**src/rtl/butterfly_stage_sequencer.sv**
```systemverilog
// Loads one block, drives size/2 in-place radix-2 butterflies through an external unit, then streams the block out.
// Latency: size load + size/2 issue + butterfly latency + size drain; every stall holds its side of the handshake stable.
module butterfly_stage_sequencer #(
    parameter int n     = 32,
    parameter int d     = 16,
    parameter int size  = 8,
    parameter int stage = 0
) (
    input  logic                                          clk,
    input  logic                                          reset,
    input  logic                                          recv_val,
    output logic                                          recv_rdy,
    input  logic [n-1:0]                                  recv_r,
    input  logic [n-1:0]                                  recv_c,
    output logic                                          send_val,
    input  logic                                          send_rdy,
    output logic [n-1:0]                                  send_r,
    output logic [n-1:0]                                  send_c,
    output logic                                          bf_req_val,
    input  logic                                          bf_req_rdy,
    output logic [n-1:0]                                  bf_ar,
    output logic [n-1:0]                                  bf_ac,
    output logic [n-1:0]                                  bf_br,
    output logic [n-1:0]                                  bf_bc,
    output logic [n-1:0]                                  bf_wr,
    output logic [n-1:0]                                  bf_wc,
    input  logic                                          bf_resp_val,
    output logic                                          bf_resp_rdy,
    input  logic [n-1:0]                                  bf_cr,
    input  logic [n-1:0]                                  bf_cc,
    input  logic [n-1:0]                                  bf_dr,
    input  logic [n-1:0]                                  bf_dc,
    output logic [((size > 2) ? $clog2(size/2) : 1)-1:0] tw_idx,
    input  logic [n-1:0]                                  tw_r,
    input  logic [n-1:0]                                  tw_c
);

    localparam int AW    = $clog2(size);
    localparam int HALF  = size / 2;
    localparam int SPAN  = 1 << stage;
    localparam int TW_W  = (size > 2) ? $clog2(size/2) : 1;
    localparam int TW_SH = AW - 1 - stage;
    localparam logic [AW-1:0] POS_MASK = AW'(SPAN - 1);

    if (size < 2 || (size & (size - 1)) != 0 || stage < 0 || SPAN >= size || d < 0 || d > n)
    begin : g_bad_cfg
        $error("butterfly_stage_sequencer: illegal parameter combination");
    end

    typedef enum logic [1:0] {
        ST_LOAD    = 2'd0,
        ST_COMPUTE = 2'd1,
        ST_DRAIN   = 2'd2
    } state_t;

    state_t        state_q, state_d;
    logic [AW-1:0] ld_cnt_q, ld_cnt_d;
    logic [AW-1:0] dr_cnt_q, dr_cnt_d;
    logic [AW-1:0] k_q, k_d;
    logic [AW-1:0] j_q, j_d;

    logic [n-1:0] buf_r_q [size];
    logic [n-1:0] buf_c_q [size];

    logic [AW-1:0] req_lo, req_hi, rsp_lo, rsp_hi;
    logic          recv_fire, send_fire, req_fire, rsp_fire;

    // Lower operand of butterfly bfi: group base (two spans per group) plus position in group.
    function automatic logic [AW-1:0] pair_lo(input logic [AW-1:0] bfi);
        logic [AW-1:0] grp;
        grp = bfi >> stage;
        return (grp << (stage + 1)) | (bfi & POS_MASK);
    endfunction

    function automatic logic [TW_W-1:0] tw_of(input logic [AW-1:0] bfi);
        return TW_W'((bfi & POS_MASK) << TW_SH);
    endfunction

    assign req_lo = pair_lo(k_q);
    assign req_hi = req_lo + AW'(SPAN);
    assign rsp_lo = pair_lo(j_q);
    assign rsp_hi = rsp_lo + AW'(SPAN);

    assign recv_fire = recv_val & recv_rdy;
    assign send_fire = send_val & send_rdy;
    assign req_fire  = bf_req_val & bf_req_rdy;
    assign rsp_fire  = bf_resp_val & bf_resp_rdy;

    always_comb begin
        state_d     = state_q;
        ld_cnt_d    = ld_cnt_q;
        dr_cnt_d    = dr_cnt_q;
        k_d         = k_q;
        j_d         = j_q;
        recv_rdy    = 1'b0;
        send_val    = 1'b0;
        bf_req_val  = 1'b0;
        bf_resp_rdy = 1'b0;
        unique case (state_q)
            ST_LOAD: begin
                recv_rdy = 1'b1;
                if (recv_val) begin
                    if (ld_cnt_q == AW'(size - 1)) begin
                        ld_cnt_d = '0;
                        state_d  = ST_COMPUTE;
                    end else begin
                        ld_cnt_d = ld_cnt_q + AW'(1);
                    end
                end
            end
            ST_COMPUTE: begin
                bf_req_val  = (k_q < AW'(HALF));
                bf_resp_rdy = (j_q < AW'(HALF));
                if (bf_req_val && bf_req_rdy) begin
                    k_d = k_q + AW'(1);
                end
                // The last issue always precedes the last response, so clearing k here is safe.
                if (bf_resp_val && bf_resp_rdy) begin
                    if (j_q == AW'(HALF - 1)) begin
                        j_d     = '0;
                        k_d     = '0;
                        state_d = ST_DRAIN;
                    end else begin
                        j_d = j_q + AW'(1);
                    end
                end
            end
            ST_DRAIN: begin
                send_val = 1'b1;
                if (send_rdy) begin
                    if (dr_cnt_q == AW'(size - 1)) begin
                        dr_cnt_d = '0;
                        state_d  = ST_LOAD;
                    end else begin
                        dr_cnt_d = dr_cnt_q + AW'(1);
                    end
                end
            end
            default: begin
                state_d = ST_LOAD;
            end
        endcase
    end

    always_ff @(posedge clk) begin
        if (reset) begin
            state_q  <= ST_LOAD;
            ld_cnt_q <= '0;
            dr_cnt_q <= '0;
            k_q      <= '0;
            j_q      <= '0;
        end else begin
            state_q  <= state_d;
            ld_cnt_q <= ld_cnt_d;
            dr_cnt_q <= dr_cnt_d;
            k_q      <= k_d;
            j_q      <= j_d;
        end
    end

    // Load and response writes never coincide: bf_resp_rdy is low outside COMPUTE.
    always_ff @(posedge clk) begin
        if (recv_fire) begin
            buf_r_q[ld_cnt_q] <= recv_r;
            buf_c_q[ld_cnt_q] <= recv_c;
        end
        if (rsp_fire) begin
            buf_r_q[rsp_lo] <= bf_cr;
            buf_c_q[rsp_lo] <= bf_cc;
            buf_r_q[rsp_hi] <= bf_dr;
            buf_c_q[rsp_hi] <= bf_dc;
        end
    end

    assign bf_ar  = bf_req_val ? buf_r_q[req_lo] : '0;
    assign bf_ac  = bf_req_val ? buf_c_q[req_lo] : '0;
    assign bf_br  = bf_req_val ? buf_r_q[req_hi] : '0;
    assign bf_bc  = bf_req_val ? buf_c_q[req_hi] : '0;
    assign bf_wr  = bf_req_val ? tw_r : '0;
    assign bf_wc  = bf_req_val ? tw_c : '0;
    assign tw_idx = bf_req_val ? tw_of(k_q) : '0;

    assign send_r = send_val ? buf_r_q[dr_cnt_q] : '0;
    assign send_c = send_val ? buf_c_q[dr_cnt_q] : '0;

    logic unused_fires;
    assign unused_fires = send_fire ^ req_fire;

endmodule

```
**config.mk**
```make
export PLATFORM = sky130hd
export DESIGN_NAME = butterfly_stage_sequencer
export DESIGN_NICKNAME = d
export VERILOG_FILES = /design/src/rtl/butterfly_stage_sequencer.sv
export SDC_FILE = /design/constraint.sdc
export NUM_CORES = 1
export LEC_CHECK = 0
export ABC_AREA = 0
export CAP_MARGIN = 20
export CORE_ASPECT_RATIO = 2
export CORE_MARGIN = 3
export CORE_UTILIZATION = 45
export DETAILED_ROUTE_END_ITERATION = 8
export GPL_ROUTABILITY_DRIVEN = 0
export HOLD_SLACK_MARGIN = 0.02
export PLACE_DENSITY = 0.82
export SLEW_MARGIN = 30
export SYNTH_ARGS = -nofsm -noshare
export SYNTH_HDL_FRONTEND = slang
export SYNTH_SLANG_ARGS = --single-unit
```
**constraint.sdc**
```tcl
create_clock -name clk -period 9.9 [get_ports clk]
set_input_delay 1.98 -clock clk [delete_from_list [all_inputs] [get_ports clk]]
set_output_delay 1.98 -clock clk [all_outputs]
set_load 0.005 [all_outputs]
```
==> results of run 1 <==
[area by class of cell]
type / instances / area [um2] / share of cell area [%]
clock buffer: 55 / 1230 / 3.25
tap: 877 / 1100 / 2.91
antenna: 14 / 35.0 / 0.0928
sequential: 531 / 15800 / 41.8
inverter: 2 / 7.51 / 0.0199
timing repair buffer: 558 / 5730 / 15.2
clock inverter: 32 / 407 / 1.08
multi-input combinational: 1626 / 13500 / 35.7
[sequential cells by signal, summed over array words and instances, names as in the netlist, named ones only]
register and flops:
buf_c_q 256, buf_r_q 256, dr_cnt_q 3, j_q 3, k_q 3, ld_cnt_q 3
state_q 2
[synthesized netlist by cell type, drive strengths merged, types with 3 or more instances]
master,count
a21oi,265
a22o,3
and2,193
buf,136
clkbuf,56
dfxtp,19
edfxtp,512
ha,9
mux2i,515
mux4,128
nand2,206
nand3,9
nand3b,4
nand4bb,3
nor2,73
nor2b,5
o22ai,128
or2,64
[worst max-delay path, stage by stage (launching register included)]
cell,delay (ns)
sky130_fd_sc_hd__dfxtp_1,0.69
sky130_fd_sc_hd__nand2b_1,0.23
sky130_fd_sc_hd__nor2_4,0.59
sky130_fd_sc_hd__buf_4,0.73
sky130_fd_sc_hd__buf_4,0.70
sky130_fd_sc_hd__and2_1,0.25
sky130_fd_sc_hd__clkdlybuf4s50_1,0.52
[metrics by stage]
step | power, mW | cell area, um2
after global routing | 4.99 | 37700
final | 4.86 | 37700
after CTS | 4.87 | 37600
after floorplan | 2.73 | 29900
after global placement | 2.91 | 35800
after detailed placement | 2.94 | 35900
[final timing paths]
kind | cells after the start | from | end
hold reg to reg | 2 | dr_cnt_q[1] | flop
setup / recovery | 6 | state_q[0] | bf_ar[31]
hold / removal | 2 | dr_cnt_q[1] | flop
setup reg to reg | 5 | state_q[1] | buf_c_q[2][27]
[cells by family after synthesis]
family,Yosys count
compound gates,404
xor+xnor,1
fa+ha+maj,9
buf+inv,194
flops,531
mux,643
other cells,1
simple gates,567
[power groups by stage]
stage / Sequential (mW) / Combinational, mW / Clock [mW]
after floorplan: 2.58 / 0.149 / 0
after global routing: 2.54 / 0.387 / 2.06
after CTS: 2.53 / 0.358 / 1.98
after detailed placement: 2.58 / 0.356 / 0
final: 2.53 / 0.360 / 1.97
after global placement: 2.58 / 0.336 / 0
[layer usage]
layer  global-route usage [%]  routed length, um  up-vias
met5                        0                 63        -
met4                     17.0               6200       10
met3                     5.56               9150      343
met2                     50.2              52000     1383
met1                     30.5              33900    11100
li1                         -                  -     9802
[cells in the final DEF (no fill, tap or decap), types with 14 or more instances in the layout]
master,count
sky130_fd_sc_hd__a21oi_1,261
sky130_fd_sc_hd__and2_1,193
sky130_fd_sc_hd__buf_4,19
sky130_fd_sc_hd__clkbuf_16,48
sky130_fd_sc_hd__clkdlybuf4s50_1,521
sky130_fd_sc_hd__dfxtp_1,14
sky130_fd_sc_hd__diode_2,14
sky130_fd_sc_hd__edfxtp_1,512
sky130_fd_sc_hd__mux2i_1,515
sky130_fd_sc_hd__mux4_2,128
sky130_fd_sc_hd__nand2_1,206
sky130_fd_sc_hd__nor2_1,72
sky130_fd_sc_hd__o22ai_1,128
sky130_fd_sc_hd__or2_1,41
sky130_fd_sc_hd__or2_2,23
==> results.md, run 1 <==
- Summed over all cells, the static leakage comes to 12.2 nW.
- In this run the cell area of the synthesized design comes to 29900 um2.
- Adding up every negative setup slack in the final design gives 0 ns.
- For this design the top-level I/O count stands at 524.
- The Yosys step of the flow raised 0 warnings.
- Counting distinct cell types in the post-synthesis netlist gives 39.
- The initial detailed-routing violation count is 2088.
- The proportion of layout cells with a drive suffix above 1 is 10.2%.
- The worst setup path is launched from a flop.
- The synthesis-stage register bit count is between 500 and 600.
- The x dimension of the die is 188 um.
- Global routing used 28.0% of the available tracks across all layers.
- The average cell area after synthesis is 12.7 um2.
- In the synthesized netlist the async set-or-reset flop fraction comes to 0%.
- The flip-flop cell with the highest count after synthesis is sky130_fd_sc_hd__edfxtp_1.
- The worst setup path is of the flop to output pin kind.
- The worst-case register-to-register setup slack is 5.53 ns.
- The post-cts resize count is 0.
- The number of vias in the routed layout is about 23000.
- The detail route stage leaves a number of antenna-violating nets equal to 0.
- The layout filler cell count is 5166.
- The number of placed instances, taps included, is 3589.
- The largest fanout of any net on the critical path is 101.
- Based on the critical path, the design can be clocked at up to 158 MHz.
- The worst setup slack after layout is 3.59 ns.
- The number of pins with negative max-slew slack in the final report is 0.
- For this run, design rule violations remaining after detail routing come to 0.
- The number of port buffers is 521.
- The maximum number of pins on one net before global-route repair is 283.
- After synthesis, the largest family of logic cells by area is multiplexers.
- The worst-margin pin slew is between 1 and 1.5 ns.
- STA puts the critical path data required time at 7.92 ns.
- The tool flagged a number of max-cap violations equal to 0.
- For this configuration, the core starts out at a cell density of 45.5%.
- The share of power burned in combinational logic is 7.4%.
- The number of enable flip-flop cells after synthesis is 512.
- The power density relative to cell area is 129 nW/um2.
- The number of instances in the synthesized netlist is 2350.
- The sequential share of power is 52.1%.
- The wire length per cell after detailed routing is 27.4 um.
- The analysis attributes to net switching a power of 1.05 mW.
- In the synthesized netlist, mux cells make up between 20% and 30% of the area.
- The clock buffer count from CTS is 47.
- The clock insertion delay at the later pin of the skew report is around 0.58 ns.
- The cell-internal power is between 3 and 4 mW.
- STA classifies the critical path endpoint as an output pin.
- The number of cell rows is 133.
- The synthesized netlist devotes 7.40% of its cell area to compound gates.
- The worst-case IR drop observed on VDD is 0.125 mV.
- Yosys attributes the largest share of cell area to sky130_fd_sc_hd__edfxtp_1, sky130_fd_sc_hd__mux2i_1, sky130_fd_sc_hd__mux4_2.
- The deepest level of the CTS H-tree is 2.
- For this block, the routed nets add up to 101000 um of wire.
- The leftover overflow at the end of global routing is 0.
- The HPWL reported at the end of detailed placement is 66100 um.
- The tree is rooted in a sky130_fd_sc_hd__clkbuf_16.
- The share of the synthesized netlist area taken by xor and xnor gates is less than 1%.
- The ratio of final minimum period to clock period is a little under two thirds.
- Net switching is between 20% and 30% of the power.
- The worst clock skew is 0.0131 ns.
- At the end of the flow, the number of nets in the layout was 3037.
- The flow ran to the end, and the final reports show no timing, DRC or antenna violations.
- The number of standard cells in the layout, taps in and fillers out is approximately 3700.
- The placeable core area is ~66000 um2.
- The number of antenna violations at the first check in global routing is 19.
- Hold timing on the final database bottoms out at a slack of 0.509 ns.
- The count of endpoints failing setup in the final report is 0.
- The post-CTS setup-driven buffer insertion count is 0.
- The first global-routing pass estimated 147000 um of wire.
- The data arrival time of the worst path is roughly 4.3 ns.
- The average via count per standard cell is 6.12.
- The count of hold buffers inserted by post-cts repair is 0.
- Of the total synthesized cell area, the portion taken by AND, OR, NAND and NOR gates is 9.63%.
- The cell type contributing the most total cell area after synthesis is sky130_fd_sc_hd__edfxtp_1.
- The first-pass iteration count of the detailed router is 6.
- For the finished layout, the period the worst path requires is 6.31 ns.
- The proportion of power drawn by the clock network is 40.5%.
- The maximum clock insertion buffer count is 3.
- Relative to the synthesized area, the layout overhead comes to 26.1%.
- Setup repair after global routing left no endpoint under its margin.
- The top cell type by area accounts for roughly 50% of the synthesized area.
- The number of hold violations in the final report is 0.
- After clock tree synthesis, the clock-pin slew on the worst setup and hold paths is 0.07 ns.
- Before CTS, the worst setup slack after placement is 3.67 ns.
- Of the synthesized area, sequential elements account for a little over half.
- The clock net sink count is 531.
- The die is 371 um tall.
- The via count of the first global-routing pass is 24200.
- The floorplan step defined a die boundary enclosing approximately 70000 um2.
- The worst slew slack as a fraction of its limit is slightly below 30%.
- TritonCTS built the clock tree.
- The final core area utilization is roughly 57%.
- The path class of the tightest hold or removal check is flop to flop.
- The adder-cell share of the synthesized area is 0.376%.
No activity file was read; power rests on OpenSTA's default activity.
==> run 2, diff against run 1 <==
Settings changed: PLACE_DENSITY 0.82 to 0.84.
Clock period 9.9 ns to 5.51 ns, I/O delays scaled along.
==> results.md, run 2 (synthesis gave the netlist of run 1 again) <==
- The wire length reported by the detailed router is 102000 um (was 101000 um).
- The setup TNS came to 0 ns (unchanged).
- The leakage power is 12.3 nW (was 12.2 nW).
- Static timing analysis puts the maximum clock frequency at 215 MHz.
- The wire length of the first global-routing pass is 148000 um (was 147000 um).
- The leftover overflow at the end of global routing came to 0 (unchanged).
- The residual antenna-violating net count after detailed routing was 0 (unchanged).
- The power density relative to cell area is 228 nW/um2 (was 129 nW/um2).
- The clock period minus final worst setup slack is 4.66 ns.
- The number of port buffers is 521 (unchanged).
- The worst-margin pin slew is 1.09 ns (was 1.05 ns).
- The via count of the first global-routing pass is 24300 (was 24200).
- The placeable core area was 65700 um2 (unchanged).
- The CTS tree is yes (unchanged).
- The depth of the most critical reg-to-reg path is 5 (unchanged).
- The element type at the critical path end is an output pin (unchanged).
- The cell at the slowest stage of the critical path was sky130_fd_sc_hd__dfxtp_1 (was sky130_fd_sc_hd__buf_4).
- The count of hold buffers inserted by post-cts repair is 0 (unchanged).
- The average via count per standard cell is 6.17 (was 6.12).
- The number of cells on the worst hold path came to 2 (unchanged).
- The proportion of layout cells with a drive suffix above 1 was 10.6% (was 10.2%).
- The total I/O pin count came to 524 (unchanged).
- The peak supply drop is 0.195 mV (was 0.125 mV).
- The total power of the final layout is 8.61 mW (was 4.86 mW).
- The wire length per cell after detailed routing came to 27.6 um (was 27.4 um).
- The initial detailed-routing violation count is 1926 (was 2088).
- Of the available clock period, the critical path in the final layout requires 84.5%.
- The initial standard-cell utilization of the core was 45.5% (unchanged).
- The maximum clock insertion buffer count is 3 (unchanged).
- The largest fanout of any net on the critical path came to 24 (was 101).
- The count of endpoints failing setup in the final report is 0 (unchanged).
- The remaining design rule violation count came to 0 (unchanged).
- The post-CTS setup-driven buffer insertion count is 0 (unchanged).
- The final-stage net count is 3054 (was 3037).
- The vertical die dimension is 371 um (unchanged).
- The HPWL reported at the end of detailed placement is 69200 um (was 66100 um).
- The clock net sink count came to 531 (unchanged).
- Commonest cells after routing, fill and taps aside: sky130_fd_sc_hd__clkdlybuf4s50_1, sky130_fd_sc_hd__mux2i_1, sky130_fd_sc_hd__edfxtp_1 (unchanged).
- The startpoint-to-endpoint class of the critical path is flop to output pin (unchanged).
- Critical path cell sequence: nand4bb_4 -> buf_12 -> buf_4 -> o22ai_1 -> or2_1 -> clkdlybuf4s50_1 (was nand2b_1 -> nor2_4 -> buf_4 -> buf_4 -> and2_1 -> clkdlybuf4s50_1).
- The number of hold violations in the final report is 0 (unchanged).
- The data required time of the critical path was 4.41 ns (was 7.92 ns).
- The clock buffer count from CTS is 47 (unchanged).
- The clock transition at the registers of the reported paths came to 0.07 ns (about the same).
- The number of pins with negative max-slew slack in the final report is 0 (unchanged).
- The x dimension of the die is 188 um (unchanged).
- The overall global routing resource usage is 28.5% (was 28.0%).
- Biggest regs: buf_c_q (256), buf_r_q (256) (unchanged).
- The largest incremental delay on the critical path is 0.76 ns (was 0.73 ns).
- The kind of path behind the tightest hold check is flop to flop (unchanged).
- The number of vias in the routed layout is 22900 (was 22600).
- The first-pass iteration count of the detailed router is 6 (unchanged).
- The deepest level of the CTS H-tree is 2 (unchanged).
- The most common cell after layout, fill and taps aside is sky130_fd_sc_hd__clkdlybuf4s50_1 (unchanged).
- The data arrival time of the worst path is 3.56 ns (was 4.33 ns).
- The worst clock skew is 0.0284 ns (was 0.0131 ns).
- The maximum number of pins on one net before global-route repair is 229 (was 283).
- RSZ-0062 raised after global routing: no (unchanged).
- The clock insertion delay at the later pin of the skew report is 0.58 ns (about the same).
- The max-cap violation count came to 0 (unchanged).
- The worst-case register-to-register setup slack is 2.00 ns (was 5.53 ns).
- The beginning of the worst register-to-register path was state_q[0] (was state_q[1]).
- The worst slew slack as a fraction of its limit was 27.4% (was 29.8%).
- The number of antenna violations at the first check in global routing is 27 (was 19).
- The reg-to-reg endpoint is buf_c_q[1][4] (was buf_c_q[2][27]).
- The root buffer cell is sky130_fd_sc_hd__clkbuf_16 (unchanged).
- The type of element launching the critical path was a flop (unchanged).
- The worst-case hold slack came to 0.506 ns (was 0.509 ns).
- The number of cell rows is 133 (unchanged).
- The floorplan die area is 69800 um2 (unchanged).
- The post-cts resize count is 0 (unchanged).
- The start point of the worst hold path was dr_cnt_q[0] (was dr_cnt_q[1]).
- The synthesis-to-layout area growth was 26.3% (was 26.1%).
- Status: finished, final reports clean (unchanged).
## run 2: power by group
| group | switching [mW] | leakage (nW) | internal [mW] |
|---|---|---|---|
| registers | 0.0383 | 4.81 | 4.51 |
| logic | 0.327 | 6.71 | 0.313 |
| clock network | 1.50 | 0.754 | 1.93 |
| total | 1.86 | 12.3 | 6.75 |
## run 2: critical path, delay by kind of cell, from the launching register on
kind                   cells  cell delay, ns
and+or+nand+nor            2            0.69
buffers and inverters      3            1.27
DFF                        1            0.76
AOI/OAI and AO/OA          1            0.21
## run 2: how the worst max path moves through the flow
stage / startpoint / endpoint / slack (ns)
final: state_q[1] / send_c[29] / 0.85
after global routing: state_q[1] / send_c[29] / 0.74
after CTS: state_q[1] / send_c[29] / 0.85
after detailed placement: bf_resp_val / buf_c_q[1][4] / 1.05
after global placement: bf_resp_val / buf_c_q[1][4] / 1.20
after floorplan: bf_resp_val / buf_c_q[2][0] / 0.02
## run 2: area by class of cell
class,count,area [um2]
fillers,5166,27900
flip-flops and latches,531,15800
multi-input cells,1626,13500
repair buffers,575,5850
clock buffers,60,1280
well taps,877,1100
clock inverters,26,284
diodes,19,47.5
inverters,2,7.51
## run 2: routing by layer
metal  GRT usage [%]  wire, um  part of all wire [%]  up-vias
met2            50.7     52100                    51     1469
met3            6.18      9440                   9.2      388
li1                -         -                     -     9867
met4            20.0      7490                   7.3       12
met5               0        83                 0.081        -
met1            29.6     33300                    32    11200
## run 2: stage by stage
step / cells / setup slack (ns) / instance area [um2] / utilization (%)
after CTS: 3696 / 0.849 / 37700 / 57.4
final: 3716 / 0.852 / 37800 / 57.5
after global placement: 3605 / 1.20 / 36100 / 54.8
after detailed placement: 3610 / 1.05 / 36200 / 55.0
after floorplan: 2351 / 0.0215 / 29900 / -
after global routing: 3707 / 0.737 / 37800 / 57.5
==> run 3, diff against run 2 <==
Clock period 5.51 ns to 4.2 ns, I/O delays scaled along.
==> results.md, run 3 (synthesis gave the netlist of run 1 again) <==
- The total I/O pin count was 524 (unchanged).
- The worst slew slack as a fraction of its limit is 40.9% (was 27.4%).
- The share of power burned in combinational logic is 7.8% (was 7.4%).
- The data required time of the critical path is 3.36 ns (was 4.41 ns).
- The power density relative to cell area is 293 nW/um2 (was 228 nW/um2).
- The floorplan die area is 69800 um2 (unchanged).
- The number of standard cells in the layout, taps in and fillers out is 3718 (was 3716).
- The layout filler cell count is 5148 (was 5166).
- The sequential share of power is 53.7% (was 52.8%).
- The first-pass iteration count of the detailed router is 6 (unchanged).
- The number of hold violations in the final report is 0 (unchanged).
- The area of all placed cells without fillers was 37900 um2 (was 37800 um2).
- The overall global routing resource usage was 29.5% (was 28.5%).
- The clock buffer count from CTS is 47 (unchanged).
- The remaining design rule violation count is 0 (unchanged).
- The via count of the first global-routing pass is 24400 (was 24300).
- Timing would allow up to 245 MHz.
- The number of vias in the routed layout was 23200 (was 22900).
- The leakage power is 12.3 nW (about the same).
- The count of hold buffers inserted by post-cts repair is 0 (unchanged).
- The kind of path behind the tightest hold check was flop to flop (unchanged).
- The CTS tree was yes (unchanged).
- The multi-input gate area in the final layout is 13500 um2 (about the same).
- In the finished design, the share of the clock period the worst path needs comes to 97.3%.
- The total cell area at the placement stage is 36400 um2 (was 36200 um2).
- The gate family responsible for the most delay along the worst path is buffers and inverters (unchanged).
- RSZ-0062 raised after global routing: no (unchanged).
- The root buffer cell was sky130_fd_sc_hd__clkbuf_16 (unchanged).
- The instance count on the critical path is 5 (was 6).
- The maximum clock insertion buffer count is 3 (unchanged).
- The worst setup slack after layout is 0.113 ns (was 0.852 ns).
- The max-cap violation count was 0 (unchanged).
- The clock net sink count is 531 (unchanged).
- The post-cts resize count is 0 (unchanged).
- The largest fanout of any net on the critical path is 38 (was 24).
- The clock insertion delay at the later pin of the skew report is 0.58 ns (about the same).
- The type of element launching the critical path is a flop (unchanged).
- The post-CTS setup-driven buffer insertion count is 0 (unchanged).
- The vertical die dimension is 371 um (unchanged).
- Critical path cell sequence: nand4b_1 -> buf_4 -> o22ai_1 -> or2_1 -> clkdlybuf4s50_1 (was nand4bb_4 -> buf_12 -> buf_4 -> o22ai_1 -> or2_1 -> clkdlybuf4s50_1).
- The startpoint-to-endpoint class of the critical path is flop to output pin (unchanged).
- The worst setup slack before clock tree synthesis is 0.686 ns (was 1.05 ns).
- The deepest level of the CTS H-tree is 2 (unchanged).
- The proportion of layout cells with a drive suffix above 1 was 10.7% (was 10.6%).
- The total area of sequential cells is 15800 um2 (unchanged).
- The proportion of power drawn by the clock network is 38.5% (was 39.7%).
- The wire length per cell after detailed routing is 28.6 um (was 27.6 um).
- The HPWL reported at the end of detailed placement is 71300 um (was 69200 um).
- The setup TNS is 0 ns (unchanged).
- Biggest regs: buf_c_q (256), buf_r_q (256) (unchanged).
- Status: finished, final reports clean (unchanged).
- The share of total power consumed by net switching is 22.1% (was 21.6%).
- The residual antenna-violating net count after detailed routing is 0 (unchanged).
- The wire length reported by the detailed router was 106000 um (was 102000 um).
- The number of antenna violations at the first check in global routing is 17 (was 27).
- The element type at the critical path end is an output pin (unchanged).
- The number of cell rows is 133 (unchanged).
- The final-stage net count is 3060 (was 3054).
- The count of endpoints failing setup in the final report came to 0 (unchanged).
- The number of port buffers is 521 (unchanged).
- The most common cell after layout, fill and taps aside is sky130_fd_sc_hd__clkdlybuf4s50_1 (unchanged).
- The leftover overflow at the end of global routing is 0 (unchanged).
- The average via count per standard cell came to 6.23 (was 6.17).
- The cell at the slowest stage of the critical path was sky130_fd_sc_hd__dfxtp_1 (unchanged).
- The total power of the final layout is 11.1 mW (was 8.61 mW).
- Commonest cells after routing, fill and taps aside: sky130_fd_sc_hd__clkdlybuf4s50_1, sky130_fd_sc_hd__mux2i_1, sky130_fd_sc_hd__edfxtp_1 (unchanged).
- The largest incremental delay on the critical path is 0.66 ns (was 0.76 ns).
- The wire length of the first global-routing pass is 154000 um (was 148000 um).
- The data arrival time of the worst path is 3.25 ns (was 3.56 ns).
- The worst clock skew is 0.0165 ns (was 0.0284 ns).
- The maximum number of pins on one net before global-route repair is 170 (was 229).
- The number of pins with negative max-slew slack in the final report is 0 (unchanged).
- The initial detailed-routing violation count was 2174 (was 1926).
- The final core area utilization came to 57.7% (was 57.5%).
- The cell-internal power is 8.66 mW (was 6.75 mW).
- The clock transition at the registers of the reported paths was 0.07 ns (about the same).
- The initial standard-cell utilization of the core came to 45.5% (unchanged).
- The x dimension of the die is 188 um (unchanged).
- The worst-margin pin slew is 0.887 ns (was 1.09 ns).
- The placeable core area came to 65700 um2 (unchanged).
- The worst path buffer plus inverter count is 2 (was 3).
- The synthesis-to-layout area growth is 26.7% (was 26.3%).
- The depth of the most critical reg-to-reg path is 5 (unchanged).
- The reported net switching power is 2.45 mW (was 1.86 mW).
- The peak supply drop is 0.306 mV (was 0.195 mV).
- The number of cells after detailed placement came to 3616 (was 3610).
- The worst-case hold slack came to 0.501 ns (was 0.506 ns).
- The clock period minus final worst setup slack is between 4 and 5 ns.
- The number of cells on the worst hold path is 2 (unchanged).
## run 3: changes by cell type in the layout (fill, tap and decap cells not counted), sizes merged
cell / change
inv: +2
clkbuf: -1
buf: +6
diode: -3
clkinvlp: +1
bufinv: -3
## run 3: area by class of cell
cell class | count | area share [%]
clock inverter | 26 | 0.561
multi-input combinational | 1626 | 35.5
clock buffer | 59 | 3.33
tap | 877 | 2.89
antenna | 16 | 0.106
sequential | 531 | 41.6
timing repair buffer | 581 | 16.0
inverter | 2 | 0.0198
## run 3: final timing paths
check	start	endpoint	slack, ns
worst max-delay path	state_q[0]	send_c[0]	0.11
worst min-delay path	dr_cnt_q[2]	dr_cnt_q[2]	0.50
worst max register to register	state_q[1]	buf_r_q[4][23]	1.41
worst min register to register	dr_cnt_q[2]	dr_cnt_q[2]	0.50
## run 3: power groups by stage
stage               logic, mW  registers, mW  clock network, mW
floorplan               0.353           6.07                  0
global placement        0.814           6.07                  0
detailed placement      0.852           6.08                  0
CTS                     0.859           5.97               4.31
global route            0.928           5.98               4.49
finish                  0.870           5.97               4.27
## run 3: routing by layer
layer | global-route usage [%] | wire length (um)
met4 | 20.0 | 7920
met1 | 31.8 | 34600
met3 | 6.53 | 10300
met5 | 0 | 34
met2 | 51.6 | 53500
## run 3: worst min-delay path, cell delays in order (launching register included)
cell                      delay [ns]
sky130_fd_sc_hd__dfxtp_1        0.32
sky130_fd_sc_hd__nand2_1        0.05
sky130_fd_sc_hd__a21oi_1        0.07
